**src/rtl/if_fetch_if.sv**
```systemverilog
// Fetch-stage bus bundle: instruction-memory request/ack port
// and the valid/ready instruction port toward ID.
interface if_fetch_if;
  logic        IMemReq;
  logic [31:0] IMemAddr;
  logic        IMemAck;
  logic [31:0] IMemRdata;
  logic        InsValid;
  logic        IdReady;
  logic [31:0] Ins;
  logic [31:0] nextPC;

  modport master (
    output IMemReq,
    output IMemAddr,
    input  IMemAck,
    input  IMemRdata,
    output InsValid,
    input  IdReady,
    output Ins,
    output nextPC
  );

  modport slave (
    input  IMemReq,
    input  IMemAddr,
    output IMemAck,
    output IMemRdata,
    input  InsValid,
    output IdReady,
    input  Ins,
    input  nextPC
  );
endinterface

```
**src/rtl/if_fetch.sv**
```systemverilog
// Instruction fetch stage: owns the PC, issues one memory request
// at a time and queues {PC+4, instruction} entries for ID.
module if_fetch #(
  parameter logic [31:0] RESET_PC = 32'h0000_0000,
  parameter int unsigned DEPTH    = 2
) (
  input  logic        CLK,
  input  logic        RST,
  input  logic        Redirect,
  input  logic [31:0] newPC,
  if_fetch_if.master  bus
);

  localparam int unsigned AW = (DEPTH > 1) ? $clog2(DEPTH) : 1;
  localparam int unsigned CW = AW + 1;

  typedef enum logic [1:0] {
    S_IDLE = 2'd0,
    S_BUSY = 2'd1,
    S_KILL = 2'd2
  } state_t;

  state_t        r_state;
  logic [31:0]   r_pc;
  logic          r_req;
  logic [31:0]   r_addr;
  logic [CW-1:0] r_cnt;
  logic [AW-1:0] r_wp;
  logic [AW-1:0] r_rp;
  logic [63:0]   r_mem [DEPTH];

  logic          w_valid;
  logic          w_ack;
  logic          w_push;
  logic          w_pop;
  logic [CW-1:0] w_cnt_nxt;
  logic          w_room;
  logic [31:0]   w_pc4;
  logic [31:0]   w_tgt;
  logic          w_unused;

  assign w_unused  = ^newPC[1:0];
  assign w_tgt     = {newPC[31:2], 2'b00};
  assign w_pc4     = r_pc + 32'd4;
  assign w_valid   = (r_cnt != '0);
  assign w_ack     = r_req & bus.IMemAck;
  assign w_push    = w_ack & (r_state == S_BUSY);
  assign w_pop     = w_valid & bus.IdReady;
  assign w_cnt_nxt = r_cnt + CW'(w_push) - CW'(w_pop);
  assign w_room    = (w_cnt_nxt < CW'(DEPTH));

  assign bus.IMemReq  = r_req;
  assign bus.IMemAddr = r_addr;
  assign bus.InsValid = w_valid;
  assign bus.Ins      = w_valid ? r_mem[r_rp][31:0]  : '0;
  assign bus.nextPC   = w_valid ? r_mem[r_rp][63:32] : '0;

  always_ff @(posedge CLK or negedge RST) begin
    if (!RST) begin
      r_state <= S_IDLE;
      r_pc    <= RESET_PC;
      r_req   <= 1'b0;
      r_addr  <= '0;
      r_cnt   <= '0;
      r_wp    <= '0;
      r_rp    <= '0;
    end else if (Redirect) begin
      r_pc  <= w_tgt;
      r_cnt <= '0;
      r_wp  <= '0;
      r_rp  <= '0;
      unique case (r_state)
        S_IDLE: begin
          r_state <= S_BUSY;
          r_req   <= 1'b1;
          r_addr  <= w_tgt;
        end
        S_BUSY, S_KILL: begin
          // an unacked request must finish before the new target goes out
          if (w_ack) begin
            r_state <= S_BUSY;
            r_addr  <= w_tgt;
          end else begin
            r_state <= S_KILL;
          end
        end
        default: begin
          r_state <= S_IDLE;
          r_req   <= 1'b0;
        end
      endcase
    end else begin
      r_cnt <= w_cnt_nxt;
      if (w_push) r_wp <= r_wp + 1'b1;
      if (w_pop)  r_rp <= r_rp + 1'b1;
      unique case (r_state)
        S_IDLE: begin
          if (w_room) begin
            r_state <= S_BUSY;
            r_req   <= 1'b1;
            r_addr  <= r_pc;
          end
        end
        S_BUSY: begin
          if (w_ack) begin
            r_pc <= w_pc4;
            if (w_room) begin
              r_addr <= w_pc4;
            end else begin
              r_state <= S_IDLE;
              r_req   <= 1'b0;
            end
          end
        end
        S_KILL: begin
          if (w_ack) begin
            r_state <= S_BUSY;
            r_addr  <= r_pc;
          end
        end
        default: begin
          r_state <= S_IDLE;
          r_req   <= 1'b0;
        end
      endcase
    end
  end

  always_ff @(posedge CLK or negedge RST) begin
    if (!RST) begin
      for (int i = 0; i < int'(DEPTH); i++) r_mem[i] <= '0;
    end else if (w_push && !Redirect) begin
      r_mem[r_wp] <= {w_pc4, bus.IMemRdata};
    end
  end

endmodule

```
**src/flat_wrapper.sv**
```systemverilog
// flat-port wrapper written by rule: the top's interface ports become plain ports
module if_fetch_flat 
#(
  parameter logic [31:0] RESET_PC = 32'h0000_0000,
  parameter int unsigned DEPTH    = 2
)
  (CLK, RST, Redirect, newPC, bus_IMemReq, bus_IMemAddr, bus_IMemAck, bus_IMemRdata, bus_InsValid, bus_IdReady, bus_Ins, bus_nextPC);
  if_fetch_if bus_i ();
  input  logic CLK;
  input  logic RST;
  input  logic Redirect;
  input  logic [31:0] newPC;
  output wire logic [$bits(bus_i.IMemReq)-1:0] bus_IMemReq;
  output wire logic [$bits(bus_i.IMemAddr)-1:0] bus_IMemAddr;
  input wire logic [$bits(bus_i.IMemAck)-1:0] bus_IMemAck;
  input wire logic [$bits(bus_i.IMemRdata)-1:0] bus_IMemRdata;
  output wire logic [$bits(bus_i.InsValid)-1:0] bus_InsValid;
  input wire logic [$bits(bus_i.IdReady)-1:0] bus_IdReady;
  output wire logic [$bits(bus_i.Ins)-1:0] bus_Ins;
  output wire logic [$bits(bus_i.nextPC)-1:0] bus_nextPC;
  assign bus_IMemReq = bus_i.IMemReq;
  assign bus_IMemAddr = bus_i.IMemAddr;
  assign bus_i.IMemAck = bus_IMemAck;
  assign bus_i.IMemRdata = bus_IMemRdata;
  assign bus_InsValid = bus_i.InsValid;
  assign bus_i.IdReady = bus_IdReady;
  assign bus_Ins = bus_i.Ins;
  assign bus_nextPC = bus_i.nextPC;
  if_fetch #(.RESET_PC(RESET_PC), .DEPTH(DEPTH)) u_core (.CLK(CLK), .RST(RST), .Redirect(Redirect), .newPC(newPC), .bus(bus_i));
endmodule
```
**config.mk**
```make
export PLATFORM = sky130hd
export DESIGN_NAME = if_fetch_flat
export DESIGN_NICKNAME = d
export VERILOG_FILES = /design/src/rtl/if_fetch_if.sv /design/src/rtl/if_fetch.sv /design/src/flat_wrapper.sv
export SDC_FILE = /design/constraint.sdc
export NUM_CORES = 1
export LEC_CHECK = 0
export BUFFER_PORTS_ARGS = -buffer_cell sky130_fd_sc_hd__buf_2
export CORE_MARGIN = 8
export CORE_UTILIZATION = 57
export CTS_BUF_LIST = sky130_fd_sc_hd__clkbuf_16
export CTS_CLUSTER_DIAMETER = 100
export DETAILED_ROUTE_END_ITERATION = 7
export PLACE_DENSITY = 0.9
export SYNTH_ARGS = -nofsm -noshare
export SYNTH_HDL_FRONTEND = slang
export SYNTH_SLANG_ARGS = --single-unit
```
**constraint.sdc**
```tcl
create_clock -name CLK -period 4 [get_ports CLK]
set_input_delay 0.8 -clock CLK [delete_from_list [all_inputs] [get_ports CLK]]
set_output_delay 0.8 -clock CLK [all_outputs]
set_load 0.1 [all_outputs]
```
== Word-level counts from Yosys, hierarchy flattened ==
Index checks and enable logic that the tools add are counted.

* Multiplexer cells: 38
* Add/subtract/negate cells: 5
* Reductions and logical operators: 15
* Order comparisons: 4
* Bitwise logic cells: 5
* Eq/ne operators: 11

{| class="wikitable"
|+ Operators with widths
! kind !! count
|-
| 2-to-1 mux 32 bit || 11
|-
| 2-to-1 mux 64 bit || 4
|-
| bitwise mux 128 bit || 1
|-
| case mux 32 bit (3 select lines) || 1
|-
| demux 64 bit (select 1 bit) || 1
|-
| case mux 32 bit (2 select lines) || 1
|-
| adder 32 x 3 -> 32 bit, second input constant || 1
|-
| inequality test 3 x 2 -> 1 bit, second input constant || 5
|-
| 2-to-1 mux 2 bit || 7
|-
| nonzero test 2 bit || 5
|-
| 2-to-1 mux 1 bit || 8
|-
| AND reduction 7 bit || 1
|-
| case mux 2 bit (3 select lines) || 1
|-
| AND reduction 5 bit || 1
|-
| greater-or-equal comparator 2 bit, second input constant || 2
|-
| inequality test 2 bit, second input constant || 2
|-
| NOT 1 -> 2 bit || 2
|-
| case mux 2 bit (2 select lines) || 1
|-
| AND reduction 4 bit || 1
|-
| nonzero test 4 bit || 1
|-
| bitwise AND 1 bit || 3
|-
| inequality test 3 x 1 -> 1 bit, second input constant || 1
|-
| inequality test 3 bit, second input constant || 1
|-
| case mux 1 bit (3 select lines) || 1
|-
| 13 further kinds || 15
|}

* Register bits after elaboration: 199
* Input bits: 69
* Logic and storage cells: 87
* Output and inout port bits: 98

== Depth between registers and ports, before layout ==
* Depth after elaboration: 9
* Mapped depth: 13
* Gate-level depth less buffers: 11

== Least setup slack after synthesis ==
No wires, ideal clock.

* Path kind: register to register
* Start point: register u_core.r_req (netlist: u_core.bus.IMemReq)
* End point: register u_core.r_addr[22] (netlist: u_core.bus.IMemAddr[22])
* Library setup time: 131 ps
* Slack: 450 ps
* Arrival time: 3,419 ps
* Period minus slack after synthesis: 3,550 ps
* Buffers on the path: 3
* Required time: 3,869 ps
* Cell stages (with the launch flop): 12
* Cell sequence: dfrtp_1 clkbuf_1 nand3_1 inv_1 clkbuf_1 ha_1 xor3_1 a221oi_2 a21o_1 buf_4 mux2i_1 o31ai_1

* Cells in the longest elaborated chain, start to end: 7
* Elaborated cells on any way between the ends: 11
* Those cells by class: add/sub (2); order compare (1); eq/ne (5); bitwise (2); reduce/logical (1)

{| class="wikitable"
|+ RTL lines
! what !! RTL line !! RTL
|-
| start, declared || if_fetch.sv:25 || <nowiki>logic r_req;</nowiki>
|-
| start signal, assigned || if_fetch.sv:62 || <nowiki>r_req <= 1'b0;</nowiki>
|-
| start signal, assigned || if_fetch.sv:75 || <nowiki>r_req <= 1'b1;</nowiki>
|-
| start signal, assigned || if_fetch.sv:89 || <nowiki>r_req <= 1'b0;</nowiki>
|-
| bitwise AND 1 bit (*) || if_fetch.sv:46 || <nowiki>assign w_ack = r_req & bus.IMemAck;</nowiki>
|-
| bitwise AND 1 bit || if_fetch.sv:47 || <nowiki>assign w_push = w_ack & (r_state == S_BUSY);</nowiki>
|-
| adder 2 x 1 -> 2 bit || if_fetch.sv:49 || <nowiki>assign w_cnt_nxt = r_cnt + CW'(w_push) - CW'(w_pop);</nowiki>
|-
| subtractor 2 x 1 -> 2 bit || if_fetch.sv:49 ||
|-
| less-than comparator 2 bit || if_fetch.sv:50 || <nowiki>assign w_room = (w_cnt_nxt < CW'(DEPTH));</nowiki>
|-
| inequality test 3 x 2 -> 1 bit (no line) || n/a ||
|-
| AND reduction 7 bit (no line) (*) || n/a ||
|-
| end signal, assigned || if_fetch.sv:76 || <nowiki>r_addr <= w_tgt;</nowiki>
|-
| end signal, assigned || if_fetch.sv:82 || <nowiki>r_addr <= w_tgt;</nowiki>
|-
| end signal, assigned || if_fetch.sv:101 || <nowiki>r_addr <= r_pc;</nowiki>
|-
| end, declared || if_fetch.sv:26 || <nowiki>logic [31:0] r_addr;</nowiki>
|}

Mark *: on every way between the ends. The rest lies on a longest branch, timed or not.
A chain may end at the register's enable or synchronous reset.

== Worst setup path after layout ==
* Start point: register u_core.r_state[1]
* End point: register u_core.r_addr[26] (netlist: u_core.bus.IMemAddr[26])

* Cells in the longest elaborated chain, start to end: 7
* Elaborated cells on any way between the ends: 19
* Those cells by class: add/sub (2); order compare (1); eq/ne (8); mux (3); bitwise (1); reduce/logical (4)

{| class="wikitable"
|+ RTL lines
! what !! RTL line !! RTL
|-
| start, declared || if_fetch.sv:23 || <nowiki>state_t r_state;</nowiki>
|-
| start signal, assigned || if_fetch.sv:60 || <nowiki>r_state <= S_IDLE;</nowiki>
|-
| start signal, assigned || if_fetch.sv:74 || <nowiki>r_state <= S_BUSY;</nowiki>
|-
| start signal, assigned || if_fetch.sv:81 || <nowiki>r_state <= S_BUSY;</nowiki>
|-
| == test 2 x 1 -> 1 bit || if_fetch.sv:47, if_fetch.sv:72, if_fetch.sv:96 ||
|-
| bitwise AND 1 bit || if_fetch.sv:47 ||
|-
| adder 2 x 1 -> 2 bit || if_fetch.sv:49 ||
|-
| subtractor 2 x 1 -> 2 bit || if_fetch.sv:49 ||
|-
| less-than comparator 2 bit || if_fetch.sv:50 ||
|-
| inequality test 3 x 2 -> 1 bit (no line) || n/a ||
|-
| AND reduction 7 bit (no line) || n/a ||
|}

Several ways; a longest one is shown, not always the timed one.

==> results.md <==
* Status: completed
* Crit path capture: u_core.bus.IMemAddr[26]$_DFFE_PN0P_
* Die Ht at 149 um
* Reg2reg end: u_core.bus.IMemAddr[26]$_DFFE_PN0P_
* Synthesized cell area at just over 10000 um2
* Worst-path clk slew at about 0.08 ns
* Total core area at between 15000 and 20000 um2
* Ys flop type: dfrtp_1
* Drt drc at 0
* Post-DRT Antenna Nets at 0
* Most frequent cells in the layout: dfrtp_1, buf_2, nor2_1
* Worst slew margin at 0.267
* DRT Pass-1 Iters at 5
* Fin crit period at 3.13 ns
* DR iter-0 viols at 807
* Maximum fanout along the worst path at 15
* Sink Count at 192
* Routed wire length at roughly 25000 um
* Worst path max stage delay at 0.54 ns
* Reg2Reg Depth at 11
* Worst Path Required at 4.34 ns
* Setup tns final at 0 ns
* Tightest Hold Check Type: flop to flop
* Pin count of the biggest net entering global routing at 132
* CTS Buf Count at 17
* R2r startpoint: u_core.r_state[1]$_DFFE_PN0P_
* Setup crit end kind: flop
* Startpoint types: flop
* Post-DR wirelength/cell at 18.2 um
* Via density per instance at a little under 6
* Clock skew at 0.0160 ns
* Netlist cell types at 63
* Reg-to-reg slack, setup at about 0.87 ns
* IO buf count at 162
* Worst-margin pin slew at 1.10 ns
* Die W at 149 um
* Cts repair resizes at 0
* Longest Clk Path Bufs at 2
* Diode count at 0
* Most common cell after layout, fill and taps aside: dfrtp_1
* DP Worst Slack at ~0.68 ns
* Routed vias at 7988
* Crit path from: u_core.r_state[1]$_DFFE_PN0P_
* Max stage delay cell, worst path: a21o_1
* Die area at 22200 um2
* Flops & latches, synth at 192
* DP Wirelength at between 15000 and 20000 um
* Fmax at 0.320 GHz
* RD Place Congestion at 0.899
* Ratio of cells with drive above 1 in the final layout at 0.266
* Tot GR Track Use at 0.225
* H-tree depth at 4
* Starting Density at 0.581
* Fin worst setup slack at 0.874 ns
* Via count of the first global-routing pass at between 7000 and 8000
* Initial antenna violation count at 0
* Ys Warns at 0
* Syn Inst Count at about 1000
* Post-synth EDFFs at 0
* Row count at 48
* Worst EP arrival at 3.47 ns
* Utilization after layout at 0.670
* Clock Latency Late Sink at 0.43 ns
* Hold Buf Count CTS at 0
* Global-route wire length before repair at 40500 um
* Asr flop ratio synth at 1.00
* Unrepaired setup endpoints after global routing: no
* Post-CTS setup buffers at 0
* Crit-path cells: inv_1 -> ha_1 -> nand3_1 -> inv_1 -> ha_1 -> xor3_1 -> a221oi_2 -> a21o_1 -> buf_4 -> nor2_1 -> a41oi_1
* Syn-to-layout area delta at 15.2%
* Syn Area/Cell at 9.91 um2
* Sequential-to-total area share from yosys stat at 0.478
* Fraction of the cycle the final worst path needs at 0.782
* Max_cap viols at 0
* Clock Tree Root: clkbuf_16
* Max-slew violations at 0
* Crit Path Class: flop to flop
* Total gr overflow at 0
* Count of final setup violators at 0
* Fin. Hold Viols at 0
* CTS tree: built
* IO Count at roughly 170
* Final nets at 1208
-- layout make-up --
cell class | instances | area [um2]
flip-flops and latches | 192 | 4810
fillers | 1301 | 5710
well taps | 225 | 282
repair buffers | 178 | 977
multi-input cells | 731 | 4850
inverters | 12 | 45.0
clock inverters | 15 | 196
clock buffers | 17 | 425
-- metal layers --
layer	up-vias	wire [um]	part of all wire	track usage
met1	3851	11000	0.44	0.311
met3	44	1800	0.072	0.0470
li1	3729	-	-	-
met4	0	532	0.021	0.0697
met5	-	0	0	0
met2	364	11500	0.46	0.350
-- flip-flops by register name (all words and copies together), names as in the netlist --
signal and cells:
u_core.bus.IMemAddr 31, u_core.bus.IMemReq 1, u_core.r_cnt 2, u_core.r_mem 124, u_core.r_pc 30, u_core.r_rp 1, u_core.r_state 2, u_core.r_wp 1
-- synthesized netlist by cell type (all sizes together), types with 3 or more instances --
library cell / number / share of area
nor2b: 5 / 0.0031
dfrtp: 192 / 0.48
nand4: 20 / 0.015
o21ai: 65 / 0.032
mux2i: 70 / 0.070
nor3: 15 / 0.0080
a41oi: 3 / 0.0026
xor2: 33 / 0.029
xnor2: 33 / 0.029
o211ai: 3 / 0.0022
nor3b: 4 / 0.0030
nand2: 100 / 0.037
nand2b: 4 / 0.0025
inv: 12 / 0.0045
and3: 6 / 0.0037
nor4: 12 / 0.012
ha: 7 / 0.0087
a21oi: 54 / 0.027
and2: 5 / 0.0031
clkbuf: 41 / 0.015
nand3: 25 / 0.013
mux2: 75 / 0.084
a21boi: 4 / 0.0030
a21o: 4 / 0.0030
o31ai: 9 / 0.0067
nor2: 139 / 0.052
a31oi: 6 / 0.0037
a211oi: 3 / 0.0022
buf: 40 / 0.022
-- worst max-delay path, delay by kind of cell, from the launching register on --
family | cells | cell delay, ns
compound gates | 3 | 1.12
fa+ha+maj | 2 | 0.51
buf+inv | 3 | 0.49
flops | 1 | 0.41
xor+xnor | 1 | 0.29
simple gates | 2 | 0.19
-- cells by family (layout without fill, tap and decap cells) --
group                      Yosys count  after routing  synth area share
xor gates and xnor gates            67             67            0.0598
AOI/OAI and AO/OA                  164            164            0.0955
muxes                              145            145             0.154
adders and majority gates            7              7           0.00871
and+or+nand+nor                    346            346             0.162
buffers and inverters               93            222            0.0422
other                                1              2          0.000373
DFF                                192            192             0.478
-- how the worst min path moves through the flow --
| stage | end | cells past startpoint | startpoint | slack [ns] |
|---|---|---|---|---|
| finish | u_core.bus.IMemAddr[6]$_DFFE_PN0P_ | 2 | u_core.bus.IMemAddr[6]$_DFFE_PN0P_ | 0.47 |
| floorplan | u_core.r_mem[34]$_DFFE_PN0P_ | 2 | u_core.r_mem[34]$_DFFE_PN0P_ | 0.45 |
| global route | u_core.bus.IMemAddr[12]$_DFFE_PN0P_ | 1 | u_core.bus.IMemAddr[12]$_DFFE_PN0P_ | 0.49 |
| global placement | u_core.bus.IMemAddr[14]$_DFFE_PN0P_ | 2 | u_core.bus.IMemAddr[14]$_DFFE_PN0P_ | 0.46 |
| detailed placement | u_core.bus.IMemAddr[4]$_DFFE_PN0P_ | 2 | u_core.bus.IMemAddr[4]$_DFFE_PN0P_ | 0.46 |
| CTS | u_core.bus.IMemAddr[4]$_DFFE_PN0P_ | 2 | u_core.bus.IMemAddr[4]$_DFFE_PN0P_ | 0.48 |
-- per-stage QoR --
step                cell area (um2)  hold slack, ns  cells
floorplan                     10100           0.450   1016
global placement              11000           0.457   1338
detailed placement            11000           0.465   1338
CTS                           11600           0.482   1370
global route                  11600           0.493   1370
finish                        11600           0.475   1370
Power is left out: the tool's default activity adds up to more than one toggle a clock period on the data nets, which glitch-free logic cannot reach.
